## config.mk

```make
export PLATFORM = sky130hd
export DESIGN_NAME = ext_int_gen
export DESIGN_NICKNAME = d
export VERILOG_FILES = /design/src/rtl/ext_int_gen_pkg.sv /design/src/rtl/ext_int_gen.sv
export SDC_FILE = /design/constraint.sdc
export NUM_CORES = 1
export LEC_CHECK = 0
export CORE_MARGIN = 3
export CORE_UTILIZATION = 40
export DETAILED_ROUTE_END_ITERATION = 6
export PLACE_DENSITY_LB_ADDON = 0.15
export SYNTH_ARGS = -nofsm -noshare
export SYNTH_HDL_FRONTEND = slang
export SYNTH_SLANG_ARGS = --single-unit
```

## constraint.sdc

```tcl
create_clock -name clk -period 5.1 [get_ports clk]
set_input_delay 1.02 -clock clk [delete_from_list [all_inputs] [get_ports clk]]
set_output_delay 1.02 -clock clk [all_outputs]
set_load 0.01 [all_outputs]
```

## src/rtl/ext_int_gen_pkg.sv

```systemverilog
// Shared peripheral constants: address map, external interrupt generator
// register offsets, CTRL bit positions and state encoding.
package ext_int_gen_pkg;

  localparam logic [31:0] TIMER0_BASE_ADDR = 32'h0000_7F00;
  localparam logic [31:0] TIMER1_BASE_ADDR = 32'h0000_7F10;
  localparam logic [31:0] EIG_BASE_ADDR    = 32'h0000_7F20;

  localparam logic [1:0] EIG_OFF_ACK    = 2'd0;
  localparam logic [1:0] EIG_OFF_PERIOD = 2'd1;
  localparam logic [1:0] EIG_OFF_CTRL   = 2'd2;
  localparam logic [1:0] EIG_OFF_COUNT  = 2'd3;

  localparam int EIG_CTRL_EN       = 0;
  localparam int EIG_CTRL_PERIODIC = 1;
  localparam int EIG_CTRL_OVR_LSB  = 8;

  typedef logic [1:0] eig_state_t;

  localparam eig_state_t EIG_ST_IDLE  = 2'd0;
  localparam eig_state_t EIG_ST_COUNT = 2'd1;
  localparam eig_state_t EIG_ST_PEND  = 2'd2;

endpackage

```

## src/rtl/ext_int_gen.sv

```systemverilog
// Memory-mapped periodic / one-shot external interrupt generator with
// acknowledge, saturating overrun counter and combinational register reads.
module ext_int_gen
  import ext_int_gen_pkg::*;
#(
  parameter logic [31:0] BASE_ADDR = EIG_BASE_ADDR,
  parameter int unsigned OVR_W     = 8
) (
  input  logic        clk,
  input  logic        reset,
  input  logic [31:0] addr,
  input  logic [3:0]  byteen,
  input  logic [31:0] wdata,
  output logic [31:0] rdata,
  output logic        interrupt
);

  localparam logic [OVR_W-1:0] OVR_MAX = {OVR_W{1'b1}};
  localparam logic [OVR_W-1:0] OVR_ONE = {{(OVR_W-1){1'b0}}, 1'b1};

  eig_state_t       state_q, state_d;
  logic [31:0]      period_q, period_d;
  logic [31:0]      count_q, count_d;
  logic             en_q, en_d;
  logic             periodic_q, periodic_d;
  logic [OVR_W-1:0] ovr_q, ovr_d;
  logic             interrupt_q, interrupt_d;

  logic        hit_s, wr_s, ack_s, period_wr_s, ctrl_wr_s;
  logic [1:0]  offset_s;
  logic [31:0] period_merge_s;
  logic [31:0] ctrl_rd_s;
  logic        en_wr_s, periodic_wr_s, ovr_clr_s;
  logic        run_s, expiry_s, load_s, disable_s;
  logic        unused_s;

  assign hit_s       = (addr[31:4] == BASE_ADDR[31:4]);
  assign offset_s    = addr[3:2];
  assign wr_s        = hit_s && (byteen != 4'b0000);
  assign ack_s       = wr_s && (offset_s == EIG_OFF_ACK);
  assign period_wr_s = wr_s && (offset_s == EIG_OFF_PERIOD);
  assign ctrl_wr_s   = wr_s && (offset_s == EIG_OFF_CTRL);
  assign unused_s    = ^addr[1:0];

  assign en_wr_s       = byteen[0] ? wdata[EIG_CTRL_EN] : en_q;
  assign periodic_wr_s = byteen[0] ? wdata[EIG_CTRL_PERIODIC] : periodic_q;
  assign ovr_clr_s     = ctrl_wr_s && byteen[1] && wdata[EIG_CTRL_OVR_LSB];
  assign disable_s     = ctrl_wr_s && !en_wr_s;

  // Counting stops at zero so a re-enable with PERIOD=0 can never wrap COUNT.
  assign run_s    = (state_q != EIG_ST_IDLE) && en_q && (count_q != 32'd0);
  assign expiry_s = run_s && (count_q == 32'd1);
  assign load_s   = ctrl_wr_s && en_wr_s && (period_q != 32'd0) &&
                    ((state_q == EIG_ST_IDLE) || !en_q);

  assign ctrl_rd_s = (32'(ovr_q) << EIG_CTRL_OVR_LSB) | {30'd0, periodic_q, en_q};

  always_comb begin
    for (int i = 0; i < 4; i++) begin
      period_merge_s[8*i +: 8] = byteen[i] ? wdata[8*i +: 8] : period_q[8*i +: 8];
    end
  end

  always_comb begin
    state_d    = state_q;
    count_d    = count_q;
    period_d   = period_wr_s ? period_merge_s : period_q;
    en_d       = ctrl_wr_s ? en_wr_s : en_q;
    periodic_d = ctrl_wr_s ? periodic_wr_s : periodic_q;
    ovr_d      = ovr_q;
    if (disable_s) begin
      state_d = EIG_ST_IDLE;
    end else begin
      if (load_s) begin
        count_d = period_q;
      end else if (run_s) begin
        count_d = expiry_s ? (periodic_q ? period_q : 32'd0) : (count_q - 32'd1);
      end else begin
        count_d = count_q;
      end
      if (expiry_s && !periodic_q) begin
        en_d = 1'b0;
      end else begin
        en_d = ctrl_wr_s ? en_wr_s : en_q;
      end
      case (state_q)
        EIG_ST_IDLE:  state_d = load_s ? EIG_ST_COUNT : EIG_ST_IDLE;
        EIG_ST_COUNT: state_d = expiry_s ? EIG_ST_PEND : EIG_ST_COUNT;
        EIG_ST_PEND: begin
          if (ack_s && !expiry_s) begin
            state_d = en_q ? EIG_ST_COUNT : EIG_ST_IDLE;
          end else begin
            state_d = EIG_ST_PEND;
          end
          // An unacknowledged expiry while already pending is an overrun.
          if (expiry_s && !ack_s && (ovr_q != OVR_MAX)) begin
            ovr_d = ovr_q + OVR_ONE;
          end else begin
            ovr_d = ovr_q;
          end
        end
        default: state_d = EIG_ST_IDLE;
      endcase
    end
    if (ovr_clr_s) begin
      ovr_d = '0;
    end else begin
      ovr_d = ovr_d;
    end
  end

  assign interrupt_d = (state_d == EIG_ST_PEND);

  always_ff @(posedge clk or posedge reset) begin
    if (reset) begin
      state_q     <= EIG_ST_IDLE;
      period_q    <= 32'd0;
      count_q     <= 32'd0;
      en_q        <= 1'b0;
      periodic_q  <= 1'b0;
      ovr_q       <= '0;
      interrupt_q <= 1'b0;
    end else begin
      state_q     <= state_d;
      period_q    <= period_d;
      count_q     <= count_d;
      en_q        <= en_d;
      periodic_q  <= periodic_d;
      ovr_q       <= ovr_d;
      interrupt_q <= interrupt_d;
    end
  end

  assign interrupt = interrupt_q;

  always_comb begin
    rdata = 32'd0;
    if (hit_s) begin
      case (offset_s)
        EIG_OFF_PERIOD: rdata = period_q;
        EIG_OFF_CTRL:   rdata = ctrl_rd_s;
        EIG_OFF_COUNT:  rdata = count_q;
        default:        rdata = 32'd0;
      endcase
    end else begin
      rdata = 32'd0;
    end
  end

endmodule

```

==> metrics.md <==
| Metric | Value |
|---|---|
| Largest net degree at the start of global routing | 41 |
| RSZ-0062 raised after global routing | false |
| Max Root-Sink Buffers | 2 |
| Distinct cells, synth | 57 |
| Crit path DAT | 3.54 ns |
| Main combinational cell family by area after synthesis | simple AND/OR/NAND/NOR gates |
| Pwr dens | 202 mW/mm2 |
| Crit path launch type | primary input |
| Post_cts resized | 0 |
| Critical path peak fanout | 12 |
| Crit-path cells | clkdlybuf4s50_1 -> or4_1 -> nor3_1 -> nand2_1 -> nor2_1 -> clkdlybuf4s50_1 |
| Compound-Gate Fraction of Synth Area | 19.0% |
| MaxCap Viol Count | 0 |
| CP max stage cell | clkdlybuf4s50_1 |
| Area Overhead vs Synth | 27.8% |
| Worst skew pair latency | 0.34 ns |
| Dpl ws | 0.545 ns |
| N_diodes | 0 |
| Hold buffer count at cts | 0 |
| Reg area | 0.00193 mm2 |
| Max VDD drop | 165 uV |
| Final Hold Viols | 0 |
| Area of the multi-input gates | 0.00284 mm2 |
| Synthesized instance count | 525 |
| Commonest non-fill, non-tap cell in the layout | clkdlybuf4s50_1 |
| WL final | 15.5 mm |
| Final WS setup | 0.537 ns |
| Mux cell area share after synthesis | 14.6% |
| Vias per cell | 6.01 |
| GR Util All Layers | 22.4% |
| Die area | 0.0138 mm2 |
| Max-slew violations | 0 |
| Simple-Gate Fraction of Synth Area | 21.3% |
| First-pass GRT wire length | 25.3 mm |
| TritonRoute pass-1 iters | 5 |
| Layout cells sized above 1 | 12.3% |
| Post-synthesis register bit count | 77 |
| Slew headroom | 29.5% |
| Initial antenna violation count | 0 |
| Post-route ant nets | 0 |
| Rows | 40 |
| Synth Area in XOR/XNOR | 1.59% |
| Die width | 117 um |
| Worst hold slack | 0.521 ns |
| Final nets | 685 |
| Clock sink count | 77 |
| Yosys top cell area share | 38.8% |
| Syn_nets | 598 |
| IO buf count | 100 |
| 1st-iter DRT viols | 374 |
| FILL cells | 1138 |
| DRC Markers | 0 |
| CP endpoint kind | output port |
| Ys flop type | dfrtp_1 |
| Slew @ Worst Pin | 1.06 ns |
| Postcts setup bufs | 0 |
| Post-DP HPWL | 11.1 mm |
| Status | completed |
| H-tree depth | 3 |
| Synth area leaders | dfrtp_1, mux2_2, nor2_1, mux2i_1, a22oi_1 |
| Post-Synth Adder-Cell Area | 0.757% |
| Worst endpoint required time | 4.08 ns |
| Seq/Total Area, Yosys | 38.8% |
| Gr ovfl total | 0 |
| Synth Warn # | 0 |
| Core area | 0.0121 mm2 |
| Ports | 103 |
| Ys async rst share | 100% |
| Buf/Inv on CP | 2 |
| Post-synthesis cell area | 0.00496 mm2 |
| Slowest stage delay, CP | 0.56 ns |
| Routability cong. | 0.902 |
| Fmax | 219 MHz |
| Clk_skew | 0.00793 ns |
| Synth Area per Inst | 9.45 um2 |
| Initial Util | 41.1% |
| Vias | 4713 |
| Hold Path Class | flop to flop |
| Tcrit/Tclk final | 89.5% |
| Routed len/inst | 19.8 um |
| CP most frequent cell | clkdlybuf4s50_1 |
| CTS tree | built |
| Setup CP Type | primary input to output port |
| Most frequent cells in the layout | clkdlybuf4s50_1, dfrtp_1, nor2_1, mux2_2, a22oi_1 |
| Tmin final | 4.56 ns |
| Register clock-pin slew on the reported worst setup and hold paths | 0.05 ns |
| Die Ht | 117 um |
| Synth area leader | dfrtp_1 |
| Leakage | 0.00263 uW |
| TritonCTS buffer count | 9 |
| Number of synthesized flops with an enable pin | 0 |
| Number of global-route vias before repair | 4767 |
| Clk root buf | clkbuf_16 |
| Setup_tns | 0 ns |
| Final setup violation count | 0 |
| Crit path max-delay family | simple AND/OR/NAND/NOR gates |
sequential cells by signal (all words and copies together) (netlist names):
| name | flops |
|---|---|
| count_q | 32 |
| period_q | 32 |
| ovr_q | 8 |
| state_q | 2 |
| en_q | 1 |
| interrupt | 1 |
| periodic_q | 1 |
power by group:
group	switching (uW)	total, uW	internal (uW)
clock	241	580	339
combinational	36.0	90.9	54.9
sequential	0.0000152	611	611
layout make-up:
| cell class | instances | area share (%) |
|---|---|---|
| Clock buffer | 13 | 3.95 |
| Multi-Input combinational cell | 407 | 44.9 |
| Timing Repair Buffer | 110 | 16.9 |
| Inverter | 7 | 0.415 |
| Sequential cell | 77 | 30.4 |
| Clock inverter | 2 | 0.158 |
| Tap cell | 168 | 3.32 |
cells by family after synthesis:
kind of cell | after synthesis
AND/OR/NAND/NOR | 202
AO/OA/AOI/OAI | 126
flip-flops | 77
multiplexers | 67
buffers and inverters | 41
XOR/XNOR | 9
adder cells (fa/ha/maj) | 3
cells in the mapped netlist (all sizes together) (8+ instances only):
cell type,instances
or3,8
o22ai,16
or4,10
xor2,8
clkbuf,22
nand3,18
a32oi,8
nor4,24
o21ai,15
o2bb2ai,20
nand4,15
a22oi,28
a21oi,10
dfrtp,77
buf,12
nor3,22
mux2,44
nor2,66
mux2i,23
nand2,19
worst paths after layout:
kind	startpoint	end	slack [ns]	cells past startpoint
setup reg to reg	count_q[18]$_DFFE_PP0P_	count_q[25]$_DFFE_PP0P_	1.72	6
setup / recovery	addr[29]	rdata[1]	0.54	6
max in group asynchronous	reset	periodic_q$_DFFE_PP0P_	2.86	3
hold / removal	count_q[19]$_DFFE_PP0P_	count_q[19]$_DFFE_PP0P_	0.52	1
hold reg to reg	count_q[19]$_DFFE_PP0P_	count_q[19]$_DFFE_PP0P_	0.52	1
min in group asynchronous	reset	period_q[24]$_DFFE_PP0P_	1.17	2
routing by layer:
layer,vias up,global-route usage (%),routed length [um]
li1,2214,-,-
met1,2303,30.4,6850
met2,172,36.3,7380
met3,24,4.87,1030
met4,0,6.52,218
met5,-,0,0
through the flow:
step	util (%)	instances	area, um2	power [uW]
final	52.5	784	6340	1280
after global routing	52.5	784	6340	1330
after CTS	52.5	784	6340	1290
after detailed placement	50.4	769	6080	714
after global placement	50.4	769	6080	713
after floorplan	-	525	4960	651
Power figures use the tool's default switching activity.
